**src/rtl/fifo_write_arbiter.sv**
```systemverilog
// rtl/fifo_write_arbiter.sv - round-robin burst arbiter onto a shared byte FIFO write port
// Tracks FIFO occupancy at acceptance time so producers are stalled before the FIFO can overflow.
module fifo_write_arbiter #(
  parameter int N_REQ     = 4,
  parameter int DATA_W    = 8,
  parameter int DEPTH     = 4,
  parameter int MAX_BURST = 4,
  localparam int ID_W     = $clog2(N_REQ),
  localparam int LVL_W    = $clog2(DEPTH + 1)
) (
  input  logic                      clk,
  input  logic                      rst_n,
  input  logic [N_REQ-1:0]          req_valid,
  input  logic [N_REQ*DATA_W-1:0]   req_data,
  input  logic [N_REQ-1:0]          req_last,
  output logic [N_REQ-1:0]          req_ready,
  output logic [DATA_W-1:0]         fifo_w_data,
  output logic                      fifo_w_en,
  input  logic                      fifo_r_en,
  output logic [LVL_W-1:0]          level,
  output logic                      full,
  output logic                      empty,
  output logic                      grant_valid,
  output logic [ID_W-1:0]           grant_id,
  output logic                      underflow
);

  typedef enum logic {IDLE, BURST} state_t;

  state_t            state;
  logic [ID_W-1:0]   rr_ptr;
  logic [3:0]        burst_cnt;

  logic [ID_W-1:0]   pick_id;
  logic [ID_W-1:0]   scan_idx;
  logic              pick_found;
  logic              gnt_valid;
  logic              gnt_last;
  logic [DATA_W-1:0] gnt_data;
  logic              room;
  logic              xfer;
  logic              pop_ok;
  logic [3:0]        cnt_next;
  logic              hit_max;
  logic [ID_W-1:0]   rr_next;

  // First valid requester at or after rr_ptr in circular order.
  always_comb begin
    pick_id    = '0;
    scan_idx   = '0;
    pick_found = 1'b0;
    for (int k = 0; k < N_REQ; k++) begin
      scan_idx = ID_W'((int'(rr_ptr) + k) % N_REQ);
      if (!pick_found && req_valid[scan_idx]) begin
        pick_found = 1'b1;
        pick_id    = scan_idx;
      end
    end
  end

  always_comb begin
    gnt_valid = 1'b0;
    gnt_last  = 1'b0;
    gnt_data  = '0;
    for (int i = 0; i < N_REQ; i++) begin
      if (grant_id == ID_W'(i)) begin
        gnt_valid = req_valid[i];
        gnt_last  = req_last[i];
        gnt_data  = req_data[i*DATA_W +: DATA_W];
      end
    end
  end

  // Ready looks only at registered level: a same-cycle pop never opens a slot.
  assign room = (level < LVL_W'(DEPTH));

  always_comb begin
    req_ready = '0;
    for (int i = 0; i < N_REQ; i++) begin
      req_ready[i] = (state == BURST) && (grant_id == ID_W'(i)) && req_valid[i] && room;
    end
  end

  assign xfer     = (state == BURST) && gnt_valid && room;
  assign pop_ok   = fifo_r_en && (level != '0);
  assign cnt_next = burst_cnt + 4'd1;
  assign hit_max  = (cnt_next == 4'(MAX_BURST));
  assign rr_next  = (grant_id == ID_W'(N_REQ - 1)) ? '0 : grant_id + ID_W'(1);

  assign full  = (level == LVL_W'(DEPTH));
  assign empty = (level == '0);

  always_ff @(posedge clk) begin
    if (!rst_n) begin
      state       <= IDLE;
      rr_ptr      <= '0;
      burst_cnt   <= '0;
      level       <= '0;
      fifo_w_en   <= 1'b0;
      fifo_w_data <= '0;
      grant_valid <= 1'b0;
      grant_id    <= '0;
      underflow   <= 1'b0;
    end else begin
      fifo_w_en <= xfer;
      if (xfer) begin
        fifo_w_data <= gnt_data;
      end

      if (fifo_r_en && (level == '0)) begin
        underflow <= 1'b1;
      end
      if (xfer && !pop_ok) begin
        level <= level + LVL_W'(1);
      end else if (!xfer && pop_ok) begin
        level <= level - LVL_W'(1);
      end

      case (state)
        IDLE: begin
          if (pick_found) begin
            state       <= BURST;
            grant_id    <= pick_id;
            grant_valid <= 1'b1;
            burst_cnt   <= '0;
          end
        end
        BURST: begin
          // Full stalls but never releases; only last, burst limit or withdrawal do.
          if (!gnt_valid || (xfer && (gnt_last || hit_max))) begin
            state       <= IDLE;
            grant_valid <= 1'b0;
            rr_ptr      <= rr_next;
          end else if (xfer) begin
            burst_cnt <= cnt_next;
          end
        end
        default: state <= IDLE;
      endcase
    end
  end

endmodule

```
**config.mk**
```make
export PLATFORM = sky130hd
export DESIGN_NAME = fifo_write_arbiter
export DESIGN_NICKNAME = d
export VERILOG_FILES = /design/src/rtl/fifo_write_arbiter.sv
export SDC_FILE = /design/constraint.sdc
export NUM_CORES = 1
export LEC_CHECK = 0
export ABC_AREA = 1
export CELL_PAD_IN_SITES_DETAIL_PLACEMENT = 1
export CELL_PAD_IN_SITES_GLOBAL_PLACEMENT = 2
export CORE_AREA = 2 2 95 97
export CTS_CLUSTER_SIZE = 25
export DETAILED_ROUTE_END_ITERATION = 16
export DIE_AREA = 0 0 97 99
export PLACE_DENSITY = 0.79
export SLEW_MARGIN = 20
export SYNTH_ARGS = -nofsm -noshare
export SYNTH_HDL_FRONTEND = slang
export SYNTH_SLANG_ARGS = --single-unit
```
**constraint.sdc**
```tcl
create_clock -name clk -period 2.3 [get_ports clk]
set_clock_uncertainty 0.1 [all_clocks]
set_input_delay 0.46 -clock clk [delete_from_list [all_inputs] [get_ports clk]]
set_output_delay 0.46 -clock clk [all_outputs]
set_load 0.1 [all_outputs]
```
==> impl_results.md <==
- Syn_area_per_cell: ~6.6 um^2
- Vias: 1862
- Share of layout cells above drive strength 1: between 20% and 30%
- Worst Setup Slack, final: -0.0000004441 ns
- Worst r2r path cells: 16
- WS Path Type: register to register
- Sink Count: 23
- I/O pin cnt: 65
- Hold Crit Class: register to register
- Slew margin rel.: 74.78%
- Starting Density: 18.50%
- Req. time, crit path: between 2 and 2.5 ns
- Slew Limit Fails: 0
- Gr ovfl total: 0
- Crit-path max cell delay: 0.40 ns
- Routed WL: 5866 um
- IO Port Bufs: 64
- Layout overhead on the synthesized area: 69.15%
- H-tree depth: 1
- Hpwl dp: 4682 um
- FF-to-FF End: level[2]$_SDFFE_PN0P_
- Largest net degree at the start of global routing: 17
- Final cell utilization of the core: 31.28%
- Crit end category: register
- Hold_buf cts: 0
- Worst setup path end: level[2]$_SDFFE_PN0P_
- Syn Nets: between 200 and 300
- Critical-path cell list: inv_4, ha_4, inv_4, nand3_2, nand3_2, nand3_2, nand2_2, nand2_2, inv_2, ha_4, inv_2, fa_2, a21oi_2, o21ai_2, o21ai_1, a21oi_1
- Reg-to-reg slack, setup: -0.0000004 ns
- Fin crit share: 100.0%
- Violated checks: setup timing
- Critical Path Stages: 16
- Deepest clock path buffer count: 2
- Crit path time final: 2.300 ns
- WP buf/inv: 4
- DRC: 0
- Post-DRT Antenna Nets: 0
- Placement Setup Slack: -0.4464 ns
- Synth Warn #: 0
- Clock slew at reported path FFs: 0.09 ns
- Critical path peak fanout: 4
- Initial antenna violation count: 0
- Clk Latency, worst-skew pair: 0.27 ns
- Number of max-cap violations: 0
- Worst setup SP type: register
- Setup violators final: 0
- CTS tree: built
- Setup crit start: grant_id[1]$_SDFFE_PN0P_
- WP data arrival: 2.36 ns
- Pwr Density: roughly 1500 mW/mm^2
- Reg2reg start: grant_id[1]$_SDFFE_PN0P_
- Antenna diodes: 0
- Post-route cell area: 0.002675 mm^2
- Flops & latches, synth: 23
- Starting DRT DRC Count: 25
- # fillers: 1056
- RSZ-0062 raised after global routing: true
- Netlist cell types: 27
- Worst Max-Slew Pin Slew: 0.3757 ns
- Mapped Cells: 241
- Clk root buf: clkbuf_8
- Initial DRT Pass Iterations: 4
- Crit-path most repeated cell: nand3_2
- Cell Rows: 34
- Slowest CP cell: dfxtp_4
- Placed cell area: ~0.0026 mm^2
- CTS buffer count: 3
- Via density: 4.330
- Final Hold Violating Endpoints: 0
- Power Total: 4.016 mW
- Avg WL per Cell: about 14 um
- Mapped cell area: 0.001582 mm^2
- CP delay by family, top: adder cells
- First-pass GRT wire length: ~9600 um
- Core ar.: 0.008551 mm^2
- Max Clock Freq: 0.4348 GHz
- GRT Util Overall: 12.26%
- Leak: between 1 and 1.5 nW
- Die area: a little under 0.01 mm^2
- Die height: 99 um
- Peak VDD IR: 0.0005084 V
- Die Wd: 97 um
- Vias in the first global route: 1998
- Outcome: finished, violations left
- RePlAce Congestion: between 0.8 and 0.9
- Sequential share of the synthesized area: 29.11%
- NumNets Final: 374
==> synth_stat cells <==
master	number	area share, %
fa_1	1	1.3
o21ai_2	1	0.55
nand2_2	5	2.0
a21oi_1	32	10
nand2_1	41	9.7
a211oi_1	8	3.8
or2_1	1	0.40
nand3_2	1	0.63
nand3_1	22	7.0
ha_1	7	5.5
o211ai_1	1	0.47
or2_2	1	0.40
clkbuf_1	1	0.24
nor2_1	32	7.6
nor3_1	5	1.6
nand2_4	3	2.1
buf_6	1	0.71
inv_1	19	4.5
o21ai_1	8	2.5
xor2_1	1	0.55
buf_4	2	0.95
o21ai_0	12	3.8
nor2_4	1	0.71
nand4_1	3	1.2
dfxtp_1	23	29
buf_2	5	1.6
inv_2	4	0.95
==> how the worst min path moves through the flow <==
| stage | from | end | cells past startpoint |
|---|---|---|---|
| 3_3_place_gp | underflow$_SDFFE_PN0P_ | underflow$_SDFFE_PN0P_ | 2 |
| 4_1_cts | underflow$_SDFFE_PN0P_ | underflow$_SDFFE_PN0P_ | 2 |
| 2_1_floorplan | burst_cnt[3]$_SDFFE_PN0P_ | burst_cnt[3]$_SDFFE_PN0P_ | 2 |
| 5_1_grt | underflow$_SDFFE_PN0P_ | underflow$_SDFFE_PN0P_ | 2 |
| 6_report | underflow$_SDFFE_PN0P_ | underflow$_SDFFE_PN0P_ | 2 |
| 3_5_place_dp | underflow$_SDFFE_PN0P_ | underflow$_SDFFE_PN0P_ | 2 |
==> area by class of cell <==
type	instances	area, um^2	area share, %
tap	108	135.1	5.051
inverter	23	91.34	3.414
sequential	23	479.2	17.91
clock inverter	1	5.005	0.1871
timing repair buffer	86	833.3	31.15
multi-input combinational	186	1090	40.74
clock buffer	3	41.29	1.543
==> sequential cells by signal (all words and copies together), names as in the netlist <==
register / count
level: 3
underflow: 1
grant_id: 2
state: 1
rr_ptr: 2
grant_valid: 1
fifo_w_en: 1
fifo_w_data: 8
burst_cnt: 4
==> cell families after synthesis <==
kind of cell	after synthesis	share of synthesized area, %
and+or+nand+nor	115	33.31
AOI/OAI and AO/OA	62	21.28
buffers and inverters	32	8.939
DFF	23	29.11
adders and majority gates	8	6.804
xor gates and xnor gates	1	0.5539
==> timing repair <==
item / 4_1_cts / 5_1_grt
endpoints found under the setup margin: 1 / 2
gates cloned: 0 / 0
pin swaps: 1 / 6
gates resized for setup: 5 / 15
setup buffers: 0 / 1
==> worst register-to-register path, cell delays in order (launching register included) <==
cell and delay, ns:
dfxtp_4 0.40, inv_4 0.05, ha_4 0.17, inv_4 0.06, nand3_2 0.06, nand3_2 0.07, nand3_2 0.08, nand2_2 0.10
nand2_2 0.06, inv_2 0.07, ha_4 0.12, inv_2 0.04, fa_2 0.38, a21oi_2 0.17, o21ai_2 0.08, o21ai_1 0.13
a21oi_1 0.05
==> stage by stage <==
stage	hold slack (ns)	TNS, ns	instances
floorplan	0.3766	-0.8249	241
global placement	0.3425	-0.5565	425
detailed placement	0.3464	-0.6813	425
CTS	0.3613	0	429
global route	0.3908	-0.1105	430
finish	0.3584	0	430
==> layer usage <==
metal  global-route usage [%]  up-vias  share of wire [%]
li1                         -      964                  -
met1                    14.94      853                 44
met2                    22.49       41                 51
met3                    2.695        4                4.6
met4                    1.950        0               0.48
met5                        0        -                  0
==> where the power goes <==
part / switching (mW) / internal (mW) / leakage [nW]
combinational: 2.05 / 0.968 / 0.946
sequential: 0.172 / 0.569 / 0.193
clock: 0.140 / 0.121 / 0.0255
total: 2.36 / 1.66 / 1.16
==> layout by cell type (no fill, tap or decap), types with 3 or more instances in the layout <==
cell              n
nand2_4           3
nor2_1           29
buf_12            6
clkdlybuf4s50_1  39
nand2_1          39
dfxtp_1          18
o21ai_0          10
dlymetal6s2s_1    3
a211oi_1          8
nand2_2           7
a21oi_1          31
nand3_1          19
clkbuf_8          3
nand3_2           4
inv_1            16
ha_1              3
ha_4              3
dfxtp_4           5
nand4_1           3
o21ai_1           9
buf_4            38
inv_2             5
Note: power is estimated with default switching activity, not from simulation.
